File: config.mk
export PLATFORM = sky130hd
export DESIGN_NAME = switch_debouncer
export DESIGN_NICKNAME = d
export VERILOG_FILES = /design/src/rtl/debounce_pkg.sv /design/src/rtl/debounce_bit.sv /design/src/rtl/switch_debouncer.sv
export SDC_FILE = /design/constraint.sdc
export NUM_CORES = 1
export LEC_CHECK = 0
export CAP_MARGIN = 30
export CELL_PAD_IN_SITES_DETAIL_PLACEMENT = 0
export CELL_PAD_IN_SITES_GLOBAL_PLACEMENT = 1
export CORE_UTILIZATION = 35
export DETAILED_ROUTE_END_ITERATION = 12
export MAX_ROUTING_LAYER = met4
export PLACE_DENSITY = 0.78
export SYNTH_ARGS = -nofsm -noshare
export SYNTH_HDL_FRONTEND = slang
export SYNTH_SLANG_ARGS = --single-unit
File: constraint.sdc
create_clock -name clk -period 1 [get_ports clk]
set_input_delay 0.2 -clock clk [delete_from_list [all_inputs] [get_ports clk]]
set_output_delay 0.2 -clock clk [all_outputs]
set_load 0.005 [all_outputs]
File: src/rtl/debounce_pkg.sv
// debounce_pkg: shared debounce constants for simulation and board builds
package debounce_pkg;
  localparam int DEFAULT_STABLE_CYCLES_SIM = 4;
  localparam int DEFAULT_STABLE_CYCLES_BOARD = 1000000;
  localparam int CLK_HZ = 100000000;
endpackage

File: src/rtl/debounce_bit.sv
// debounce_bit: 2-flop synchronizer plus stability counter for one switch bit
module debounce_bit
  import debounce_pkg::*;
#(
  parameter int STABLE_CYCLES = DEFAULT_STABLE_CYCLES_SIM,
  parameter int CNT_W = $clog2(STABLE_CYCLES)
) (
  input  logic clk,
  input  logic reset,
  input  logic raw,
  output logic q,
  output logic hit
);
  localparam logic [CNT_W-1:0] LAST = CNT_W'(STABLE_CYCLES - 1);
  logic s1, s2;
  logic [CNT_W-1:0] cnt, cnt_nxt;
  always_ff @(posedge clk)
    if (reset) {s1, s2, q, cnt} <= '0;
    else begin
      s1  <= raw;
      s2  <= s1;
      q   <= hit ? s2 : q;
      cnt <= cnt_nxt;
    end
  // any agreeing cycle restarts the count, so bounces never accumulate
  always_comb begin
    hit     = (s2 != q) && (cnt == LAST);
    cnt_nxt = (s2 == q || hit) ? '0 : cnt + CNT_W'(1);
  end
endmodule

File: src/rtl/switch_debouncer.sv
// switch_debouncer: per-bit debounced switches with registered change strobe and mask
module switch_debouncer
  import debounce_pkg::*;
#(
  parameter int WIDTH = 4,
  parameter int STABLE_CYCLES = DEFAULT_STABLE_CYCLES_SIM,
  localparam int CNT_W = $clog2(STABLE_CYCLES)
) (
  input  logic             clk,
  input  logic             reset,
  input  logic [WIDTH-1:0] sw_raw,
  output logic [WIDTH-1:0] sw,
  output logic             changed,
  output logic [WIDTH-1:0] changed_mask
);
  logic [WIDTH-1:0] hit;
  for (genvar i = 0; i < WIDTH; i++) begin : g_bit
    debounce_bit #(.STABLE_CYCLES(STABLE_CYCLES), .CNT_W(CNT_W)) u_bit (
      .clk(clk),
      .reset(reset),
      .raw(sw_raw[i]),
      .q(sw[i]),
      .hit(hit[i])
    );
  end
  always_ff @(posedge clk)
    if (reset) {changed, changed_mask} <= '0;
    else begin
      changed_mask <= hit;
      changed      <= |hit;
    end
endmodule
[Yosys cells after proc, flatten, opt, wreduce, memory -nomap -nowiden]
Cells that the tools add are included.
Widths: inputs -> output; s select.
Storage, ports and cells
  register bits: 25
Cells by class
  add/subtract/negate cells: 4
  equal/unequal tests: 12
  reduce and logical (&&, ||, !) cells: 13
Operators with widths (number)
  $add 2x1->2 const B: 4
  $eq 2x2->1 const B: 4
  $reduce_or 2->1: 4
  $eq 1x1->1: 4
  $logic_and 1x1->1: 4
  $logic_or 1x1->1: 4
  $ne 1x1->1: 4
  $reduce_or 4->1: 1

[Depth between registers and ports, before layout]
Gate-level depths: netlist of the first run.
  depth in word-level cells: 4
  depth in mapped cells: 3
  gate-level depth less buffers: 3

[Modules after synthesis]
Synthesis of the first run repeated with hierarchy kept, for this count alone.
Unflattened totals
  cells, all modules: 71
  area total of the unflattened synthesis: 830.8 µm²
Modules (own cells, without submodules)
  debounce_bit: times used 4, cells an instance 15, area an instance 173.9 µm², sequential area each 100.1 µm²
  switch_debouncer: times used 1, cells an instance 11, area an instance 135.1 µm², sequential area each 100.1 µm²

[Worst setup path after synthesis of the first run]
OpenSTA, ideal clock, no wires.
  path kind: flip-flop to flip-flop
  start point: register g_bit[0].u_bit.q
  end point: register changed
  arrival time: 798 ps
  slack: 71 ps
  cell stages (with the launch flop): 4
  buffers on the path: 0
  period minus slack after synthesis: 929 ps
  cell sequence: dfxtp_1 xnor2_1 nand2b_1 a41oi_2
On the way
  cells in the longest elaborated chain, start to end: 3
RTL lines
  start: declaration: RTL line debounce_bit.sv:11  | output logic q,
  start signal: assignment: RTL line debounce_bit.sv:22  | q <= hit ? s2 : q;
  $ne 1x1->1: RTL line debounce_bit.sv:27  | hit = (s2 != q) && (cnt == LAST);
  $logic_and 1x1->1: RTL line debounce_bit.sv:27
  $reduce_or 4->1: RTL line switch_debouncer.sv:30  | changed <= |hit;
  end signal: assignment: RTL line switch_debouncer.sv:30
  end: declaration: RTL line switch_debouncer.sv:13  | output logic changed,
Every way passes these cells.
A chain may end at the register's enable or synchronous reset.

[Final worst setup path of the first run]
  start point: register g_bit[3].u_bit.q
  end point: register g_bit[3].u_bit.cnt[1]
On the way
  cells in the longest elaborated chain, start to end: 4
RTL lines
  start: declaration: RTL line debounce_bit.sv:11
  start signal: assignment: RTL line debounce_bit.sv:22
  $ne 1x1->1: RTL line debounce_bit.sv:27
  $logic_and 1x1->1: RTL line debounce_bit.sv:27
  $logic_or 1x1->1 (*): RTL line debounce_bit.sv:28  | cnt_nxt = (s2 == q || hit) ? '0 : cnt + CNT_W'(1);
  $reduce_or 2->1 (no line) (*)
  end signal: assignment: RTL line debounce_bit.sv:23  | cnt <= cnt_nxt;
  end: declaration: RTL line debounce_bit.sv:16  | logic [CNT_W-1:0] cnt, cnt_nxt;
Every way passes the cells marked *; elsewhere a longest branch is shown, timed or not.

==> results of run 1 <==
==> stage by stage <==
step,power (W),hold WS [ns],area (um2)
4_1_cts,0.00157,0.410,1140
5_1_grt,0.00165,0.409,1280
6_report,0.00158,0.419,1280
3_5_place_dp,0.00113,0.415,1060
3_3_place_gp,0.00112,0.410,1060
2_1_floorplan,0.00108,0.272,868
==> cells in the final DEF, fill, tap and decap left out <==
| cell type | count |
|---|---|
| nor2b_1 | 8 |
| ha_4 | 4 |
| dfxtp_1 | 19 |
| nor4_1 | 1 |
| nor4_2 | 3 |
| xnor2_4 | 2 |
| nand2b_4 | 2 |
| buf_12 | 1 |
| clkbuf_4 | 3 |
| nand2b_1 | 2 |
| xnor2_2 | 2 |
| nor2_1 | 4 |
| nor3b_2 | 4 |
| buf_6 | 4 |
| buf_4 | 4 |
| dfxtp_2 | 6 |
| mux2i_1 | 4 |
| buf_2 | 9 |
| a41oi_2 | 1 |
| clkinv_2 | 1 |
| nor4b_4 | 2 |
| nor4b_2 | 2 |
| clkdlybuf4s50_1 | 5 |
==> timing repair <==
item | 4_1_cts | 5_1_grt
buffers inserted | 2 | 0
resized for setup | 51 | 23
pin swaps | 4 | 3
endpoints found under the setup margin | 13 | 19
endpoints found under the hold margin | 0 | 0
==> cells by family after synthesis <==
group | Yosys count
flip-flops | 25
adder cells (fa/ha/maj) | 4
multiplexers | 4
buffers and inverters | 6
AO/OA/AOI/OAI | 1
AND/OR/NAND/NOR | 28
XOR/XNOR | 4
==> flip-flops by register name (all words and copies together), names as in the netlist <==
signal,count
changed,1
changed_mask,4
g_bit.u_bit.cnt,8
g_bit.u_bit.q,4
g_bit.u_bit.s1,4
g_bit.u_bit.s2,4
==> layer usage <==
metal / share of wire / GRT usage
met2: 0.51 / 0.186
met5: 0 / -
met3: 0.037 / 0.0263
met1: 0.44 / 0.153
met4: 0.013 / 0.0676
==> synth_stat cells <==
library cell,n
a41oi_2,1
buf_2,1
buf_4,4
buf_6,1
dfxtp_1,25
ha_1,4
mux2i_1,4
nand2b_1,4
nor2_1,4
nor2b_1,8
nor3b_1,4
nor4_1,4
nor4b_1,4
xnor2_1,4
==> area by class of cell <==
type	instances	area share
multi-input cells	41	0.406
clock buffers	3	0.0176
repair buffers	23	0.148
flip-flops and latches	25	0.396
well taps	28	0.0273
clock inverters	1	0.00391
==> worst max-delay path: cells and delay by family, from the launching register on <==
family,cells,cell delay [ns]
xor gates and xnor gates,1,0.12
buffers and inverters,2,0.27
DFF,1,0.34
and+or+nand+nor,1,0.24
==> final timing paths <==
kind / end / slack [ns] / cells after the start
worst min register to register: g_bit[3].u_bit.s2 / 0.46 / 1
worst min-delay path: g_bit[2].u_bit.s1 / 0.42 / 2
worst max-delay path: g_bit[3].u_bit.cnt[1] / -0.05 / 4
worst max register to register: g_bit[3].u_bit.cnt[1] / -0.05 / 4
==> where the power goes <==
| group | switching [W] | leakage [nW] | internal [W] |
|---|---|---|---|
| Combinational | 0.0000421 | 0.236 | 0.0000646 |
| Sequential | 0.0000160 | 0.206 | 0.00102 |
| Clock | 0.000292 | 0.0177 | 0.000150 |
==> impl_metrics.py, run 1 <==
metrics = {
    "global_routing": {
        "grt_max_degree": 26,
        "antenna_found_initial": 0,
        "grt_pass1_vias": 563,
        "grt_usage": 0.123,
        "grt_overflow": 0,
        "grt_pass1_wl_um": 2350,
    },
    "cts": {
        "clock_sinks": 25,
        "worstSkewPairLatency_ns": 0.31,
        "cts_tree": "yes",
        "cts_buffer_depth": 2,
        "numCtsBuffers": 3,
        "h-tree-depth": 1,
        "holdBufCountCts": 0,
        "clk_pin_slew_ns": 0.13,
        "root_buffer": "clkbuf_4",
    },
    "timing": {
        "finalCritPeriodShare": 1.05,
        "worst_pin_slew_ns": 0.236,
        "finalCriticalPeriod_ns": 1.05,
        "grt_setup_unrepaired": "true",
        "worst_slack_ns": -0.0470,
        "skew_ns": 0.00196,
        "tns_ns": -0.0860,
        "setup_viol_count_final": 4,
        "hold_viol": 0,
        "maxSlewViolCount": 0,
        "max_freq_ghz": 0.955,
        "relSlewSlack": 0.842,
    },
    "synthesis": {
        "yosys.area_share.simple": 0.207,
        "yosysUniqueCellTypes": 14,
        "ys_seq_elements": 25,
        "synthAdderAreaFrac": 0.0576,
        "synth_top_family_by_area": "simple AND/OR/NAND/NOR gates",
        "synth_mux_area_frac": 0.0461,
        "synth_compound_area_frac": 0.0187,
        "synth_nets": 82,
        "yosys.area.top_type": "dfxtp_1",
        "synthXorXnorAreaFrac": 0.0403,
        "synth_seq_area_share": 0.576,
        "yosys-top-cells-area": "dfxtp_1, ha_1, nor2b_1, mux2i_1, nor4b_1",
        "synthesis.area_um2": 868,
        "synth_top_area_share": 0.576,
        "ys_warn_count": 0,
        "syn_avg_cell_area_um2": 12.1,
        "synthCells": 72,
    },
    "placed_design": {
        "hpwl_um": 773,
        "gp_congestion": 0.679,
        "port_buffers": 14,
        "dp_slack_ns": -0.224,
        "dp_cells": 115,
    },
    "floorplanning": {
        "fp.dieH_um": 51.8,
        "die_w_um": 51.8,
        "coreArea_um2": 2280,
        "start_util": 0.382,
        "row_count": 17,
        "die-area_um2": 2680,
        "io_pins": 15,
    },
    "layout": {
        "stdcell_count": 121,
        "regArea_um2": 508,
        "n_antenna_cell": 0,
        "post-route-util": 0.563,
        "finalNetCount": 104,
        "layout-drive-gt1-share": 0.538,
        "syn2layout_area_growth_pct": 47.6,
        "fillers": 195,
        "multi_input_area_um2": 520,
    },
    "power_and_ir_drop": {
        "p_leak_nw": 0.460,
        "p_per_area_nw_per_um2": 1230,
        "ir_drop_v": 0.000922,
    },
    "setup_path": {
        "cp-startpoint": "g_bit[3].u_bit.q",
        "worstPathRequired_ns": 1.24,
        "crit_chain": "buf_6 -> xnor2_2 -> buf_4 -> nor4b_4",
        "path_max_fanout": 3,
        "worstSetupPathType": "reg -> reg",
        "r2r-start": "g_bit[3].u_bit.q",
        "crit_path_top_delay_cell": "dfxtp_2",
        "critPathCaptureType": "flop",
        "slowest_delay_ns": 0.34,
        "start_kind": "flop",
        "critical_path_arrival_ns": 1.29,
    },
    "routing": {
        "viasPerCell": 4.82,
        "num_vias": 583,
        "drtIter0Drc": 5,
        "ant_nets": 0,
        "drt_wl_total_um": 1490,
        "dr.pass1.iters": 3,
        "wl_per_cell_um": 12.3,
        "drc": 0,
    },
    "status": {
        "outcome": "complete, but fails checks",
        "failed_checks": "setup timing",
    },
    "min_path": {
        "hold_class": "in -> reg",
        "hold_start": "sw_raw[2]",
    },
    "job": {
        "max-cap-violations": 0,
    },
}
Power figures use the tool's default switching activity.
==> run 2: changes to the inputs <==
--- a/config.mk
+++ b/config.mk
@@ -5,11 +5,14 @@
 export SDC_FILE = /design/constraint.sdc
 export NUM_CORES = 1
 export LEC_CHECK = 0
+export ABC_CLOCK_PERIOD_IN_PS = 1000
 export CAP_MARGIN = 30
 export CELL_PAD_IN_SITES_DETAIL_PLACEMENT = 0
 export CELL_PAD_IN_SITES_GLOBAL_PLACEMENT = 1
+export CORE_MARGIN = 5
 export CORE_UTILIZATION = 35
 export DETAILED_ROUTE_END_ITERATION = 12
+export HOLD_SLACK_MARGIN = 0.05
 export MAX_ROUTING_LAYER = met4
 export PLACE_DENSITY = 0.78
 export SYNTH_ARGS = -nofsm -noshare
==> impl_metrics.py, run 2 (same netlist as run 1, synthesis figures left out) <==
metrics = {
    "status": {
        "outcome": "complete, but fails checks",
        "failed_checks": "setup timing",
    },
    "placed_design": {
        "hpwl_um": 911,
        "dp_cells": 117,
        "port_buffers": 14,
        "gp_congestion": 0.732,
    },
    "layout": {
        "syn2layout_area_growth_pct": 52.2,
        "stdcell_count": 126,
        "largest-register": "g_bit.u_bit.cnt",
        "finalNetCount": 107,
        "layout_common_cells": "dfxtp_1, buf_2, nor2b_1",
        "final_common_cell": "dfxtp_1",
        "n_antenna_cell": 0,
        "layout-drive-gt1-share": 0.552,
        "largest_register_ffs": 8,
        "post-route-util": 0.543,
    },
    "timing": {
        "max_freq_ghz": 0.947,
        "maxSlewViolCount": 0,
        "hold_viol": 0,
        "finalCritPeriodShare": 1.06,
        "timing.hold.ws_ns": 0.426,
        "relSlewSlack": 0.848,
        "skew_ns": 0.00320,
        "worst_pin_slew_ns": 0.227,
        "worst_slack_ns": -0.0562,
        "setup_viol_count_final": 6,
        "finalCriticalPeriod_ns": 1.06,
        "grt_setup_unrepaired": "true",
    },
    "floorplanning": {
        "io_pins": 15,
        "start_util": 0.357,
        "die-area_um2": 3580,
        "fp.dieH_um": 59.8,
        "coreArea_um2": 2430,
        "die_w_um": 59.8,
        "row_count": 18,
    },
    "global_routing": {
        "grt_pass1_wl_um": 2430,
        "antenna_found_initial": 0,
        "grt_overflow": 0,
        "grt_pass1_vias": 584,
        "grt_usage": 0.0914,
        "grt_max_degree": 15,
    },
    "cts": {
        "root_buffer": "clkbuf_4",
        "h-tree-depth": 1,
        "clock_sinks": 25,
        "cts_tree": "yes",
        "holdBufCountCts": 0,
        "worstSkewPairLatency_ns": 0.31,
        "clk_pin_slew_ns": 0.12,
        "numCtsBuffers": 3,
        "cts_buffer_depth": 2,
    },
    "routing": {
        "dr.pass1.iters": 2,
        "drc": 0,
        "ant_nets": 0,
        "viasPerCell": 4.54,
        "drt_wl_total_um": 1620,
        "num_vias": 572,
        "wl_per_cell_um": 12.9,
        "drtIter0Drc": 5,
    },
    "setup_path": {
        "reg2regPathDepth": 4,
        "start_kind": "flop",
        "r2r-start": "g_bit[2].u_bit.q",
        "critical_path_arrival_ns": 1.28,
        "critPathCaptureType": "flop",
        "crit_path_top_delay_cell": "dfxtp_2",
        "timing.critical_path.mode_cell": "buf_6",
        "worstSetupPathType": "reg -> reg",
        "worstPathRequired_ns": 1.22,
        "r2r_end": "g_bit[2].u_bit.cnt[0]",
        "path_max_fanout": 3,
        "rrSetupSlack_ns": -0.06,
        "crit_chain": "buf_6 -> xnor2_4 -> buf_6 -> nor4_4",
        "slowest_delay_ns": 0.35,
    },
    "power_and_ir_drop": {
        "ir_drop_v": 0.000719,
        "p_per_area_nw_per_um2": 1200,
        "p_leak_nw": 0.472,
    },
    "min_path": {
        "hold_class": "in -> reg",
        "hold_start": "sw_raw[1]",
        "holdPathStages": 2,
        "holdPathEnd": "g_bit[1].u_bit.s1",
    },
    "job": {
        "max-cap-violations": 0,
    },
}
run 2: cell types whose count changed in the layout (fill, tap and decap cells not counted), sizes merged:
cell    previous run  this run
buf               18        21
clkbuf             3         4
clkinv             1         0
run 2: area by class of cell:
| cell class | count | area, um2 |
|---|---|---|
| fill | 210 | 1110 |
| multi-input combinational | 41 | 541 |
| sequential | 25 | 509 |
| timing repair buffer | 26 | 208 |
| tap | 30 | 37.5 |
| clock buffer | 4 | 26.3 |
run 2: worst max-delay path by stage:
stage	startpoint	endpoint	slack (ns)	cells past startpoint
6_report	g_bit[2].u_bit.q	g_bit[2].u_bit.cnt[0]	-0.06	4
2_1_floorplan	g_bit[0].u_bit.q	changed	0.07	3
3_3_place_gp	reset	g_bit[1].u_bit.cnt[1]	-0.16	3
3_5_place_dp	reset	g_bit[3].u_bit.cnt[0]	-0.23	3
4_1_cts	g_bit[1].u_bit.q	changed	-0.04	4
5_1_grt	g_bit[0].u_bit.q	g_bit[0].u_bit.cnt[1]	-0.09	4
run 2: report_power, final:
group | switching [W] | internal (W) | leakage, nW | total (W)
logic | 0.0000422 | 0.0000682 | 0.251 | 0.000110
registers | 0.0000186 | 0.00102 | 0.207 | 0.00103
clock network | 0.000283 | 0.000156 | 0.0150 | 0.000439
run 2: worst max-delay path: cells and delay by family, from the launching register on:
family | cells | cell delay [ns]
and+or+nand+nor | 1 | 0.25
xor gates and xnor gates | 1 | 0.12
DFF | 1 | 0.35
buffers and inverters | 2 | 0.25
run 2: routing by layer:
metal / part of all wire / global-route usage / up-vias
met1: 0.43 / 0.116 / 264
li1: - / - / 291
met5: 0 / - / -
met3: 0.047 / 0.0194 / 2
met2: 0.51 / 0.140 / 15
met4: 0.010 / 0.0380 / 0
run 2: through the flow:
step | setup slack [ns] | TNS [ns] | total power [W] | area (um2)
after floorplan | 0.0706 | 0 | 0.00108 | 868
after global placement | -0.159 | -2.06 | 0.00112 | 1050
after detailed placement | -0.228 | -2.56 | 0.00112 | 1050
after CTS | -0.0384 | -0.0924 | 0.00156 | 1120
after global routing | -0.0938 | -0.429 | 0.00164 | 1320
final | -0.0562 | -0.160 | 0.00158 | 1320
run 2: timing repair:
action                     CTS  global route
pin swaps                    0             6
setup endpoints to repair   14            16
setup buffers                3             2
resized for setup           51            29
==> run 3: changes to the inputs <==
--- a/config.mk
+++ b/config.mk
@@ -5,7 +5,6 @@
 export SDC_FILE = /design/constraint.sdc
 export NUM_CORES = 1
 export LEC_CHECK = 0
-export ABC_CLOCK_PERIOD_IN_PS = 1000
 export CAP_MARGIN = 30
 export CELL_PAD_IN_SITES_DETAIL_PLACEMENT = 0
 export CELL_PAD_IN_SITES_GLOBAL_PLACEMENT = 1
==> results of run 3 <==
The final DEF is identical to that of run 2; final timing and power are the same.
